$ cat src/rtl/core_pkg.sv
// Shared definitions for the core's bus monitors: boot overlay states and
// the 68030 function code that marks CPU-space (IACK/coprocessor) cycles.
package core_pkg;

  typedef enum logic [1:0] {
    BOOT = 2'd0,
    LAST = 2'd1,
    DONE = 2'd2
  } boot_state_e;

  localparam logic [2:0] FC_CPU_SPACE = 3'b111;

endpackage

$ cat src/rtl/boot_vector_overlay_if.sv
// Bus-side bundle of the boot vector overlay: CPU strobe and function code,
// control pulses from the register file, and the status returned to the decoder.
interface boot_vector_overlay_if #(
  parameter int CW = 3
);

  logic          as;
  logic [2:0]    fc;
  logic          rearm;
  logic          force_done;
  logic          vector_fetched;
  logic          overlay_active;
  logic [CW-1:0] cycle_count;

  modport master (
    output as, fc, rearm, force_done,
    input  vector_fetched, overlay_active, cycle_count
  );

  modport slave (
    input  as, fc, rearm, force_done,
    output vector_fetched, overlay_active, cycle_count
  );

endinterface

$ cat src/rtl/strobe_edge_sync.sv
// Optional synchroniser for an active-low bus strobe and its side data,
// followed by a falling-edge detector that only fires after a genuine idle level.
module strobe_edge_sync #(
  parameter int SYNC_STAGES = 0,
  parameter int DW          = 3
) (
  input  logic          clock,
  input  logic          reset,
  input  logic          i_strobe,
  input  logic [DW-1:0] i_data,
  output logic          o_strobe_s,
  output logic [DW-1:0] o_data_s,
  output logic          o_fall
);

  logic w_valid_s;
  logic r_last;
  logic r_armed;

  generate
    if (SYNC_STAGES == 0) begin : g_bypass
      assign o_strobe_s = i_strobe;
      assign o_data_s   = i_data;
      assign w_valid_s  = 1'b1;
    end else begin : g_sync
      logic [SYNC_STAGES-1:0]         r_strobe_pipe;
      logic [SYNC_STAGES-1:0]         r_valid_pipe;
      logic [SYNC_STAGES-1:0][DW-1:0] r_data_pipe;

      // The valid bits mark which stages hold real samples rather than reset values.
      always_ff @(posedge clock or negedge reset) begin
        if (!reset) begin
          r_strobe_pipe <= '1;
          r_valid_pipe  <= '0;
          r_data_pipe   <= '0;
        end else begin
          r_strobe_pipe[0] <= i_strobe;
          r_valid_pipe[0]  <= 1'b1;
          r_data_pipe[0]   <= i_data;
          for (int i = 1; i < SYNC_STAGES; i++) begin
            r_strobe_pipe[i] <= r_strobe_pipe[i-1];
            r_valid_pipe[i]  <= r_valid_pipe[i-1];
            r_data_pipe[i]   <= r_data_pipe[i-1];
          end
        end
      end

      assign o_strobe_s = r_strobe_pipe[SYNC_STAGES-1];
      assign o_data_s   = r_data_pipe[SYNC_STAGES-1];
      assign w_valid_s  = r_valid_pipe[SYNC_STAGES-1];
    end
  endgenerate

  // A strobe already low when reset releases is mid-cycle, so edges wait for a real high.
  always_ff @(posedge clock or negedge reset) begin
    if (!reset) begin
      r_last  <= 1'b1;
      r_armed <= 1'b0;
    end else begin
      r_last  <= o_strobe_s;
      r_armed <= r_armed | (o_strobe_s & w_valid_s);
    end
  end

  assign o_fall = r_armed && r_last && !o_strobe_s;

endmodule

$ cat src/rtl/boot_vector_overlay.sv
// Counts qualified CPU bus cycles after reset and tells the address decoder
// when the reset-vector fetches are done so the boot ROM overlay can be dropped.
module boot_vector_overlay
  import core_pkg::*;
#(
  parameter int FETCH_COUNT    = 5,
  parameter int SYNC_STAGES    = 0,
  parameter int HOLD_TO_NEGATE = 1,
  parameter int QUALIFY_FC     = 1,
  parameter int CW             = $clog2(FETCH_COUNT + 1)
) (
  input  logic                  clock,
  input  logic                  reset,
  boot_vector_overlay_if.slave  bus
);

  localparam logic [CW-1:0] TARGET = CW'(FETCH_COUNT);

  logic          w_as_s;
  logic [2:0]    w_fc_s;
  logic          w_fall;
  logic          w_qual;
  logic          r_qedge;
  logic [CW-1:0] r_count;
  logic [CW-1:0] w_next_count;
  logic          r_fetched;
  boot_state_e   r_state;
  boot_state_e   w_next_state;

  strobe_edge_sync #(
    .SYNC_STAGES (SYNC_STAGES),
    .DW          (3)
  ) u_strobe_sync (
    .clock      (clock),
    .reset      (reset),
    .i_strobe   (bus.as),
    .i_data     (bus.fc),
    .o_strobe_s (w_as_s),
    .o_data_s   (w_fc_s),
    .o_fall     (w_fall)
  );

  assign w_qual = w_fall && !((QUALIFY_FC != 0) && (w_fc_s == FC_CPU_SPACE));

  // A control pulse also discards an edge sampled on the same clock.
  always_ff @(posedge clock or negedge reset) begin
    if (!reset) begin
      r_qedge   <= 1'b0;
      r_state   <= BOOT;
      r_count   <= '0;
      r_fetched <= 1'b0;
    end else begin
      r_qedge   <= w_qual && !bus.rearm && !bus.force_done;
      r_state   <= w_next_state;
      r_count   <= w_next_count;
      r_fetched <= (r_state == DONE) && !(bus.rearm && !bus.force_done);
    end
  end

  always_comb begin
    w_next_state = r_state;
    w_next_count = r_count;
    if (bus.force_done) begin
      w_next_state = DONE;
    end else if (bus.rearm) begin
      w_next_state = BOOT;
      w_next_count = '0;
    end else begin
      unique case (r_state)
        BOOT: begin
          if (r_qedge) begin
            w_next_count = r_count + CW'(1);
            if (w_next_count == TARGET) begin
              w_next_state = (HOLD_TO_NEGATE != 0) ? LAST : DONE;
            end
          end
        end
        LAST: begin
          if (w_as_s) begin
            w_next_state = DONE;
          end
        end
        default: begin
        end
      endcase
    end
  end

  assign bus.vector_fetched = r_fetched;
  assign bus.overlay_active = ~r_fetched;
  assign bus.cycle_count    = r_count;

endmodule

$ cat src/flat_wrapper.sv
// flat-port wrapper written by rule: the top's interface ports become plain ports
module boot_vector_overlay_flat import core_pkg::*;
#(
  parameter int FETCH_COUNT    = 5,
  parameter int SYNC_STAGES    = 0,
  parameter int HOLD_TO_NEGATE = 1,
  parameter int QUALIFY_FC     = 1,
  parameter int CW             = $clog2(FETCH_COUNT + 1)
)
  (clock, reset, bus_as, bus_fc, bus_rearm, bus_force_done, bus_vector_fetched, bus_overlay_active, bus_cycle_count);
  boot_vector_overlay_if #(.CW(CW)) bus_i ();
  input  logic clock;
  input  logic reset;
  input wire logic [$bits(bus_i.as)-1:0] bus_as;
  input wire logic [$bits(bus_i.fc)-1:0] bus_fc;
  input wire logic [$bits(bus_i.rearm)-1:0] bus_rearm;
  input wire logic [$bits(bus_i.force_done)-1:0] bus_force_done;
  output wire logic [$bits(bus_i.vector_fetched)-1:0] bus_vector_fetched;
  output wire logic [$bits(bus_i.overlay_active)-1:0] bus_overlay_active;
  output wire logic [$bits(bus_i.cycle_count)-1:0] bus_cycle_count;
  assign bus_i.as = bus_as;
  assign bus_i.fc = bus_fc;
  assign bus_i.rearm = bus_rearm;
  assign bus_i.force_done = bus_force_done;
  assign bus_vector_fetched = bus_i.vector_fetched;
  assign bus_overlay_active = bus_i.overlay_active;
  assign bus_cycle_count = bus_i.cycle_count;
  boot_vector_overlay #(.FETCH_COUNT(FETCH_COUNT), .SYNC_STAGES(SYNC_STAGES), .HOLD_TO_NEGATE(HOLD_TO_NEGATE), .QUALIFY_FC(QUALIFY_FC), .CW(CW)) u_core (.clock(clock), .reset(reset), .bus(bus_i));
endmodule
$ cat config.mk
export PLATFORM = sky130hd
export DESIGN_NAME = boot_vector_overlay_flat
export DESIGN_NICKNAME = d
export VERILOG_FILES = /design/src/rtl/core_pkg.sv /design/src/rtl/boot_vector_overlay_if.sv /design/src/rtl/strobe_edge_sync.sv /design/src/rtl/boot_vector_overlay.sv /design/src/flat_wrapper.sv
export SDC_FILE = /design/constraint.sdc
export NUM_CORES = 1
export LEC_CHECK = 0
export BUFFER_PORTS_ARGS = -buffer_cell sky130_fd_sc_hd__buf_2
export CAP_MARGIN = 10
export CORE_AREA = 2 2 39 41
export DETAILED_ROUTE_END_ITERATION = 6
export DIE_AREA = 0 0 41 43
export GPL_TIMING_DRIVEN = 1
export PLACE_DENSITY = 0.59
export SETUP_SLACK_MARGIN = 0.02
export SLEW_MARGIN = 0
export SYNTH_ARGS = -nofsm -noshare
export SYNTH_HDL_FRONTEND = slang
export SYNTH_SLANG_ARGS = --single-unit
$ cat constraint.sdc
create_clock -name clock -period 1.6 [get_ports clock]
set_input_delay 0.16 -clock clock [delete_from_list [all_inputs] [get_ports clock]]
set_output_delay 0.16 -clock clock [all_outputs]
set_load 0.02 [all_outputs]
## Yosys cells after proc, flatten, opt, wreduce, memory -nomap -nowiden

Cells that the tools add are included.

| storage, ports and cells | value |
|---|---|
| bits in registers | 9 |
| bits in latches | 0 |
| RAM bits | 0 |
| memory bits (read-only) | 0 |
| bits of input ports | 8 |
| output and inout port bits | 5 |
| logic and storage cells | 44 |
| memories | 0 |

| cells by class | value |
|---|---|
| $add $sub $neg | 1 |
| multiply operators | 0 |
| divide/modulo/power cells | 0 |
| order comparisons | 0 |
| eq/ne operators | 7 |
| shift-type cells | 0 |
| mux-type cells | 9 |
| bitwise gates (word level) | 3 |
| reduce and logical (&&, ||, !) cells | 18 |

Operators by type and width:

| kind | number |
|---|---|
| $mux W2 | 5 |
| $mux W3 | 3 |
| $ne A4 B3 Y1 const B | 2 |
| $logic_and A1 B1 Y1 | 7 |
| $eq A3 B3 Y1 const B | 2 |
| $logic_not A1 Y1 | 5 |
| $ne A4 B4 Y1 const B | 1 |
| $pmux W2 S2 | 1 |
| $reduce_and A4 Y1 | 1 |
| $reduce_bool A2 Y1 | 2 |
| $reduce_bool A4 Y1 | 1 |
| $add A3 B1 Y3 const B | 1 |
| $reduce_and A3 Y1 | 1 |
| $eq A2 B1 Y1 const B | 1 |
| $eq A2 B2 Y1 const B | 1 |
| $logic_not A2 Y1 | 1 |
| $not A1 Y1 | 2 |
| $or A1 B1 Y1 | 1 |

## Longest topological paths before layout

Gate-level depths: netlist (run 1).

| depth | value |
|---|---|
| depth after elaboration | 7 |
| depth in mapped cells | 4 |
| gate-level depth less buffers | 4 |

## Hierarchy

From an unflattened synthesis (run 1), not the netlist that was laid out.

| second synthesis, totals | value |
|---|---|
| cell total of the unflattened synthesis | 41 |
| area total of the unflattened synthesis | 457.9 um^2 |

By module, submodules not included:

| module | instances | cells each | area an instance (um^2) | sequential area each (um^2) |
|---|---|---|---|---|
| boot_vector_overlay | 1 | 33 | 360.3 | 175.2 |
| strobe_edge_sync | 1 | 8 | 97.6 | 51.3 |

## Worst setup path after synthesis (run 1)

Ideal clock, no wire load.

| path | value |
|---|---|
| path type | register to register |
| start point | register u_core.r_count[0] (netlist: u_core.bus.cycle_count[0]) |
| end point | register u_core.r_state[0] |
| library setup time | 0.122 ns |
| arrival | 1.130 ns |
| data required time | 1.478 ns |
| slack | 0.348 ns |
| cell stages (with the launch flop) | 5 |
| path buffers | 0 |
| clock period less this slack | 1.252 ns |
| cell sequence | dfrtp_1 > ha_1 > xor2_1 > a32oi_1 > nor3_1 |

| on the way | value |
|---|---|
| cells in the longest elaborated chain, start to end | 4 |

RTL lines:

| element | RTL line | RTL |
|---|---|---|
| start: declaration | boot_vector_overlay.sv:24 | `logic [CW-1:0] r_count;` |
| start signal: assignment | boot_vector_overlay.sv:55 | `r_count <= w_next_count;` |
| $add A3 B1 Y3 | boot_vector_overlay.sv:72 | `w_next_count = r_count + CW'(1);` |
| $eq A3 B3 Y1 | boot_vector_overlay.sv:73 | `if (w_next_count == TARGET) begin` |
| $ne A4 B3 Y1 (no source line) | n/a |  |
| $reduce_and A4 Y1 (no source line) | n/a |  |
| end signal: assignment | boot_vector_overlay.sv:54 | `r_state <= w_next_state;` |
| end: declaration | boot_vector_overlay.sv:27 | `boot_state_e r_state;` |

Every way passes these cells.
A chain may end at the register's enable or synchronous reset.

## Final worst setup path (run 1)

Ends and elaborated chain as after synthesis.

==> results.json, run 1 <==
{
  "holdBufCountCts": 1,
  "cts_tree": "done",
  "hold_class": "primary input to register",
  "initialDrtViolationCount": 4,
  "ios": 13,
  "rsz0062_at_grt": "false",
  "core_sq_mm": 0.001384,
  "fp.dieH_um": 43,
  "critPathLaunchType": "register",
  "slew-limit-headroom_pct": 83.23,
  "final-hold-violation-count": 0,
  "grt_pass1_wl_mm": 1.359,
  "ys_ff_latch": 9,
  "grt_util_all_layers_pct": 12.35,
  "drt_wl_total_um": 793,
  "max_freq_mhz": 827.4,
  "synth_nets": 46,
  "min_path_cells": 1,
  "required_ns": 1.74,
  "finClkSkew_ns": 0.004592,
  "yosysUniqueCellTypes": 23,
  "clockBufferDepth": 2,
  "top_usage_layer": "met2",
  "ir_worst_vdd_uv": 363.6,
  "yosysSeqAreaShare_pct": 53.55,
  "start_util_pct": 30.56,
  "seqCellArea_sq_um": 226.5,
  "yosys.area_share.simple_pct": 20.12,
  "grt_pass1_vias": 329,
  "antenna_cells": 0,
  "clock_latency_ns": 0.26,
  "path_cells": "ha_1 > xor2_1 > a32oi_1 > nor3_1",
  "path_max_fanout": 5,
  "routed-via-count": 334,
  "met1_usage_pct": 14.19,
  "outcome": "completed",
  "period_share_pct": 75.54,
  "syn_inst": 36,
  "worstSetupPathType": "register to register",
  "synth_compound_area_share_pct": 14.79,
  "antenna_left": 0,
  "reg2reg_depth": 4,
  "finalSetupViolCount": 0,
  "overflow": 0,
  "max_stage_delay_ns": 0.42,
  "area_growth_pct": 27.51,
  "multiInputGateArea_sq_um": 181.4,
  "layout-drive-gt1-share_pct": 35.85,
  "dpl.cell_count": 64,
  "globalplace.congestion": 0.7757,
  "die_area_sq_mm": 0.001763,
  "syn_avg_cell_area_sq_um": 11.75,
  "cp_slowest_cell": "dfrtp_1",
  "wl_per_cell_um": 11.49,
  "die_w_um": 41,
  "synthMuxAreaShare_pct": 0,
  "arrival_ns": 1.35,
  "grt_antenna_before_repair": 0,
  "clock_tree.root_cell": "clkbuf_4",
  "cp-end-kind": "register",
  "powerDensity_mw_per_mm2": 900.3,
  "post_cts_buffers": 0,
  "h-tree-depth": 1,
  "slew_viol_final": 0,
  "hpwlAfterDp_um": 606.7,
  "final_cell_mix": "buf_2 (12), dfrtp_1 (8), inv_1 (4), clkbuf_4 (3)",
  "worst_pin_slew_ns": 0.2513,
  "numCtsBuffers": 3,
  "synth.cell_area_sq_um": 422.9,
  "setup-tns-final_ns": 0,
  "met3_usage_pct": 6.283,
  "dpl_worst_slack_ns": 0.4068,
  "synth_top_family_by_area": "simple AND/OR/NAND/NOR gates",
  "fin_cells": 69,
  "filler_cell_count": 139,
  "drtPass1Iterations": 4,
  "setup_ws_ns": 0.3913,
  "cts.sinks": 9,
  "final_common_cell": "buf_2",
  "port_buffers": 12,
  "rows": 14,
  "power.static_leakage_nw": 0.2559,
  "synthAdderAreaFrac_pct": 5.917,
  "finalCriticalPeriod_ns": 1.209,
  "route.detailed.drc": 0,
  "grt_max_degree": 10,
  "grtUsageMet2_pct": 16.25,
  "cts.clk_slew.worst_paths_ns": 0.06,
  "detail_route.vias_per_cell": 4.841,
  "synthXorXnorAreaFrac_pct": 2.071,
  "yosysWarnings": 0,
  "cts.repair.resized": 0,
  "cap_violations": 0,
  "nets": 64
}
-- cells in the mapped netlist --
library cell,number,share of area (%)
o21bai_1,2,3.5
nand2_1,1,0.89
nor2_1,1,0.89
a32o_1,1,2.4
a31oi_1,1,1.5
nor3b_1,1,1.8
nand4_1,1,1.5
nor3_1,2,2.4
a21oi_1,1,1.2
nand3_1,1,1.2
nand2b_2,1,2.1
ha_1,2,5.9
dfrtp_1,8,47
nor2b_1,1,1.5
a211o_1,1,2.1
dfstp_2,1,6.2
or2_2,1,1.5
xor2_1,1,2.1
inv_1,4,3.5
nand4b_1,1,2.1
a22o_1,1,2.1
a32oi_1,1,2.1
nor3b_4,1,4.4
-- critical path: cells and delay by family, from the launching register on --
kind                       cells  cell delay, ns
adders and majority gates      1            0.25
DFF                            1            0.42
and+or+nand+nor                1            0.06
AOI/OAI and AO/OA              1            0.19
xor gates and xnor gates       1            0.17
-- flip-flops by register name (all words and copies together), names as in the netlist --
register                      count
u_core.r_state                    2
u_core.u_strobe_sync.r_armed      1
u_core.u_strobe_sync.r_last       1
u_core.bus.cycle_count            3
u_core.r_qedge                    1
u_core.bus.vector_fetched         1
-- layout make-up --
| type | count | area share (%) |
|---|---|---|
| inverter | 4 | 2.784 |
| tap | 16 | 3.712 |
| sequential | 9 | 42.00 |
| multi-input combinational | 23 | 33.64 |
| timing repair buffer | 13 | 12.99 |
| clock buffer | 4 | 4.872 |
-- power by group --
group | switching (mW) | total [mW] | leakage [nW] | internal [mW]
sequential | 0.00962 | 0.249 | 0.111 | 0.239
combinational | 0.0372 | 0.0644 | 0.130 | 0.0271
clock | 0.0767 | 0.173 | 0.0150 | 0.0959
-- worst paths after layout --
check	to	from	slack (ns)
min in group asynchronous	u_core.bus.vector_fetched	reset	0.28
min	u_core.u_strobe_sync.r_last	bus_as	0.05
max in group asynchronous	u_core.u_strobe_sync.r_last	reset	1.07
max reg2reg	u_core.r_state[0]	u_core.bus.cycle_count[0]	0.39
min reg2reg	u_core.u_strobe_sync.r_armed	u_core.u_strobe_sync.r_armed	0.47
max	u_core.r_state[0]	u_core.bus.cycle_count[0]	0.39
-- kinds of logic (layout without fill, tap and decap cells) --
logic type | Yosys count | after routing
fa+ha+maj | 2 | 2
compound gates | 8 | 8
xor+xnor | 1 | 1
buf+inv | 4 | 21
flops | 9 | 9
simple gates | 12 | 12
-- metal layers --
| metal | up-vias | wire (um) |
|---|---|---|
| met1 | 160 | 369 |
| met3 | 0 | 32 |
| li1 | 167 | - |
| met5 | - | 0 |
| met2 | 7 | 390 |
| met4 | 0 | 0 |
-- per-stage QoR --
stage	util [%]	total power, mW	instance area (sq um)	hold WS (ns)
finish	38.97	0.4855	539.3	0.04819
global route	38.97	0.5248	539.3	0.02379
CTS	38.97	0.4943	539.3	0.04042
detailed placement	36.35	0.3162	503.0	0.02232
global placement	36.35	0.3161	503.0	0.02107
floorplan	-	0.2846	422.9	-0.1356
No activity file was read; power rests on OpenSTA's default activity.
==> inputs of run 2 (changes only) <==
--- a/config.mk
+++ b/config.mk
@@ -11,7 +11,7 @@
 export DETAILED_ROUTE_END_ITERATION = 6
 export DIE_AREA = 0 0 41 43
 export GPL_TIMING_DRIVEN = 1
-export PLACE_DENSITY = 0.59
+export PLACE_DENSITY = 0.61
 export SETUP_SLACK_MARGIN = 0.02
 export SLEW_MARGIN = 0
 export SYNTH_ARGS = -nofsm -noshare
==> constraint.sdc (replaced) <==
create_clock -name clock -period 1.07 [get_ports clock]
set_input_delay 0.107 -clock clock [delete_from_list [all_inputs] [get_ports clock]]
set_output_delay 0.107 -clock clock [all_outputs]
set_load 0.02 [all_outputs]
==> run 2 against run 1 <==
Net effect: the run now ends with setup timing left; critical path depth is the same; global-route usage is 0.68 points higher; via count grew 4.8%; total power grew 52%; fmax up 8.1%; sequential share of layout area fell by 5.2 points; clock skew increased by 0.0014 ns; cell area rose by 16%; clock power rose by 49%; utilization up 6.1 points; critical path type unchanged; critical endpoint unchanged; largest power group unchanged; highest routed layer is now met4.
==> results.json, run 2 (synthesis results as in run 1) <==
{
  "numCtsBuffers": 3,
  "worst_pin_slew_ns": 0.2549,
  "required_ns": 1.22,
  "cp_slowest_cell": "dfrtp_2",
  "final_cell_mix": "buf_2 (11), dfrtp_1 (6), inv_1 (4), buf_4 (4)",
  "setup_ws_ns": -0.04854,
  "slew_viol_final": 0,
  "finClkSkew_ns": 0.005968,
  "critPathLaunchType": "register",
  "finalSetupViolCount": 2,
  "start_util_pct": 30.56,
  "ios": 13,
  "finalPower_uw": 736.6,
  "slew-limit-headroom_pct": 82.94,
  "period_share_pct": 104.5,
  "hold_class": "primary input to register",
  "globalplace.congestion": 0.6707,
  "h-tree-depth": 1,
  "area_growth_pct": 47.34,
  "power.static_leakage_nw": 0.2876,
  "final_common_cell": "buf_2",
  "die_area_sq_mm": 0.001763,
  "seqCellArea_sq_um": 229.0,
  "detail_route.vias_per_cell": 4.605,
  "initialDrtViolationCount": 4,
  "setup-tns-final_ns": -0.06937,
  "path_cells": "ha_4 > xor2_1 > a32oi_1 > nor3_1",
  "drt_wl_total_um": 838,
  "rows": 14,
  "hpwlAfterDp_um": 635.9,
  "multiInputGateArea_sq_um": 193.9,
  "antenna_cells": 0,
  "largest_register_ffs": 3,
  "dpl.cell_count": 69,
  "cap_violations": 0,
  "grt_max_degree": 10,
  "path_max_fanout": 3,
  "cts_tree": "done",
  "wl_per_cell_um": 11.03,
  "max_freq_mhz": 894.0,
  "filler_cell_count": 140,
  "violations": "setup timing",
  "drtPass1Iterations": 3,
  "arrival_ns": 1.27,
  "final-hold-violation-count": 0,
  "fp.dieH_um": 43,
  "port_buffers": 12,
  "max_stage_delay_ns": 0.44,
  "grt_antenna_before_repair": 0,
  "outcome": "finished with violations",
  "clockBufferDepth": 2,
  "powerDensity_mw_per_mm2": 1182,
  "worstSetupPathType": "register to register",
  "clock_tree.root_cell": "clkbuf_4",
  "layout-drive-gt1-share_pct": 46.67,
  "grt_util_all_layers_pct": 13.03,
  "grt_pass1_vias": 336,
  "cts.clk_slew.worst_paths_ns": 0.06,
  "cp-end-kind": "register",
  "fin_cells": 76,
  "antenna_left": 0,
  "ir_worst_vdd_uv": 744.0,
  "finalHoldWorstSlack_ns": 0.04007,
  "clock_latency_ns": 0.26,
  "finalCriticalPeriod_ns": 1.119,
  "rsz0062_at_grt": "true",
  "route.detailed.drc": 0,
  "routed-via-count": 350,
  "core_sq_mm": 0.001384,
  "cts.sinks": 9,
  "grt_pass1_wl_mm": 1.442,
  "overflow": 0,
  "nets": 71,
  "die_w_um": 41
}
run 2: worst paths after layout:
check	cells past startpoint	from	slack, ns	end
min reg2reg	1	u_core.u_strobe_sync.r_armed	0.47	u_core.u_strobe_sync.r_armed
min	2	bus_fc[0]	0.04	u_core.r_qedge
max reg2reg	4	u_core.bus.cycle_count[0]	-0.05	u_core.r_state[0]
max	4	u_core.bus.cycle_count[0]	-0.05	u_core.r_state[0]
min in group asynchronous	2	reset	0.22	u_core.bus.vector_fetched
max in group asynchronous	2	reset	0.60	u_core.u_strobe_sync.r_last
run 2: critical path, delay by kind of cell, from the launching register on:
kind            cells  cell delay [ns]
flops               1             0.44
fa+ha+maj           1             0.17
compound gates      1             0.18
simple gates        1             0.06
xor+xnor            1             0.16
run 2: final cells by class:
type	instances	area share, %
flip-flops and latches	9	36.75
well taps	16	3.213
multi-input cells	23	31.12
inverters	4	2.410
repair buffers	20	22.29
clock buffers	4	4.217
run 2: where the power goes:
part           total [mW]  switching (mW)  internal, mW  leakage [nW]
clock network       0.257           0.114         0.143        0.0150
registers           0.370          0.0122         0.357         0.107
logic               0.110          0.0595        0.0500         0.165
total               0.737           0.186         0.551         0.288
run 2: per-stage QoR:
stage,area [sq um],setup WS (ns),utilization (%)
after floorplan,437.9,-0.06498,-
after global placement,555.5,-0.06280,40.14
after detailed placement,555.5,-0.04432,40.14
after CTS,604.3,-0.05228,43.67
after global routing,623.1,-0.1276,45.03
final,623.1,-0.04854,45.03
run 2: layer usage:
layer	track usage [%]	routed length [um]
met1	15.08	368
met2	17.50	404
met3	7.853	55
met4	8.000	10
met5	0	0
run 2: timing repair:
action                                 4_1_cts  5_1_grt
setup endpoints to repair                    4        5
endpoints found under the hold margin       10        0
resized for setup                            1        3
hold buffers                                 2        0
setup buffers                                0        1
pin swaps                                    2        1
==> inputs of run 3 (changes only) <==
--- a/config.mk
+++ b/config.mk
@@ -8,6 +8,7 @@
 export BUFFER_PORTS_ARGS = -buffer_cell sky130_fd_sc_hd__buf_2
 export CAP_MARGIN = 10
 export CORE_AREA = 2 2 39 41
+export CTS_BUF_LIST = sky130_fd_sc_hd__clkbuf_2 sky130_fd_sc_hd__clkbuf_4 sky130_fd_sc_hd__clkbuf_8
 export DETAILED_ROUTE_END_ITERATION = 6
 export DIE_AREA = 0 0 41 43
 export GPL_TIMING_DRIVEN = 1
==> run 3 against run 2 <==
Net effect: the run still ends with setup timing left; critical path depth is the same; clock-buffer cell count stayed put; utilization grew 0.27 points; global-route usage unchanged.
==> results.json, run 3 (synthesis results as in run 1) <==
{
  "worst-r2r-setup-slack_ns": -0.05,
  "required_ns": 1.22,
  "rows": 14,
  "cts.sinks": 9,
  "final-hold-violation-count": 0,
  "nets": 71,
  "max_freq_mhz": 894.0,
  "die_w_um": 41,
  "route.detailed.drc": 0,
  "wl_per_cell_um": 11.04,
  "cts_tree": "done",
  "arrival_ns": 1.27,
  "outcome": "finished with violations",
  "grt_max_degree": 10,
  "timing.rr.end": "u_core.r_state[0]",
  "initialDrtViolationCount": 4,
  "finalCriticalPeriod_ns": 1.119,
  "seqCellArea_sq_um": 229.0,
  "slew-limit-headroom_pct": 82.94,
  "cts.clk_slew.worst_paths_ns": 0.06,
  "overflow": 0,
  "fp.dieH_um": 43,
  "port_buffers": 12,
  "grt_antenna_before_repair": 0,
  "powerDensity_mw_per_mm2": 1217,
  "finalSetupViolCount": 2,
  "dpl_worst_slack_ns": -0.04432,
  "grt_pass1_wl_mm": 1.442,
  "layout-drive-gt1-share_pct": 48.33,
  "setup_ws_ns": -0.04862,
  "violations": "setup timing",
  "grt_util_all_layers_pct": 13.03,
  "final_core_util_pct": 45.30,
  "min_path_cells": 2,
  "cp-end-kind": "register",
  "path_max_fanout": 3,
  "globalplace.congestion": 0.6707,
  "core_sq_mm": 0.001384,
  "fin_area_sq_um": 626.9,
  "clock_tree.root_cell": "clkbuf_4",
  "routed-via-count": 351,
  "critPathLaunchType": "register",
  "ir_worst_vdd_uv": 746.3,
  "ios": 13,
  "final_common_cell": "buf_2",
  "multiInputGateArea_sq_um": 193.9,
  "drt_wl_total_um": 839,
  "rr_startpoint": "u_core.bus.cycle_count[0]",
  "power.static_leakage_nw": 0.2910,
  "grt_pass1_vias": 336,
  "worst_pin_slew_ns": 0.2549,
  "clockBufferDepth": 2,
  "area_growth_pct": 48.22,
  "hold_end": "u_core.r_qedge",
  "antenna_left": 0,
  "die_area_sq_mm": 0.001763,
  "numCtsBuffers": 3,
  "largest_register_ffs": 3,
  "h-tree-depth": 1,
  "start_util_pct": 30.56,
  "worstSetupPathType": "register to register",
  "rsz0062_at_grt": "true",
  "final_cell_mix": "buf_2 (11), dfrtp_1 (6), inv_1 (4), clkbuf_4 (4), buf_4 (4)",
  "hpwlAfterDp_um": 635.9,
  "slew_viol_final": 0,
  "hp-start": "bus_fc[0]",
  "antenna_cells": 0,
  "reg2reg_depth": 4,
  "cap_violations": 0,
  "hold_class": "primary input to register",
  "period_share_pct": 104.5,
  "clock_latency_ns": 0.26,
  "detail_route.vias_per_cell": 4.618,
  "filler_cell_count": 141,
  "finClkSkew_ns": 0.006755,
  "drtPass1Iterations": 3,
  "postPlaceCellArea_sq_um": 555.5
}
[run 3: timing repair]
action / CTS / global route
setup endpoints to repair: 4 / 5
hold endpoints to repair: 10 / 0
buffers inserted: 0 / 1
cloned: 0 / 0
hold buffers: 2 / 0
pin swaps: 2 / 1
resized for setup: 1 / 3
[run 3: worst max path at each step]
stage,from,end,slack [ns]
finish,u_core.bus.cycle_count[0],u_core.r_state[0],-0.05
global route,u_core.bus.cycle_count[1],u_core.r_state[0],-0.13
CTS,u_core.bus.cycle_count[1],u_core.r_state[0],-0.05
detailed placement,u_core.r_qedge,u_core.bus.cycle_count[1],-0.04
global placement,u_core.bus.cycle_count[1],u_core.r_state[0],-0.06
floorplan,u_core.bus.cycle_count[0],u_core.r_state[0],-0.06
[run 3: where the power goes]
| group | total (mW) | switching [mW] | leakage (nW) | internal, mW |
|---|---|---|---|---|
| sequential | 0.370 | 0.0122 | 0.107 | 0.357 |
| clock | 0.284 | 0.115 | 0.0184 | 0.169 |
| combinational | 0.110 | 0.0595 | 0.165 | 0.0500 |
| total | 0.763 | 0.187 | 0.291 | 0.576 |
[run 3: final cells by class]
type / count / share of cell area [%]
well taps: 16 / 3.194
multi-input cells: 23 / 30.94
clock buffers: 4 / 4.790
flip-flops and latches: 9 / 36.53
repair buffers: 20 / 22.16
inverters: 4 / 2.395
[run 3: critical path, stage by stage (launching register included)]
cell	delay (ns)
dfrtp_2	0.44
ha_4	0.17
xor2_1	0.16
a32oi_1	0.18
nor3_1	0.06
[run 3: routing by layer]
layer	vias to the layer above	global-route usage [%]	part of all wire, %
met3	2	7.853	6.6
li1	178	-	-
met2	9	17.50	48
met5	-	0	0
met1	162	15.08	44
met4	0	8.000	1.2
[run 3: metrics by stage]
step	hold WS [ns]	instances	total power, mW	TNS, ns
2_1_floorplan	-0.1886	36	0.4260	-0.1036
3_3_place_gp	-0.03233	69	0.4775	-0.09492
3_5_place_dp	-0.03085	69	0.4791	-0.09100
4_1_cts	0.03280	75	0.7767	-0.1227
5_1_grt	0.03366	76	0.8210	-0.3457
6_report	0.04007	76	0.7629	-0.06953
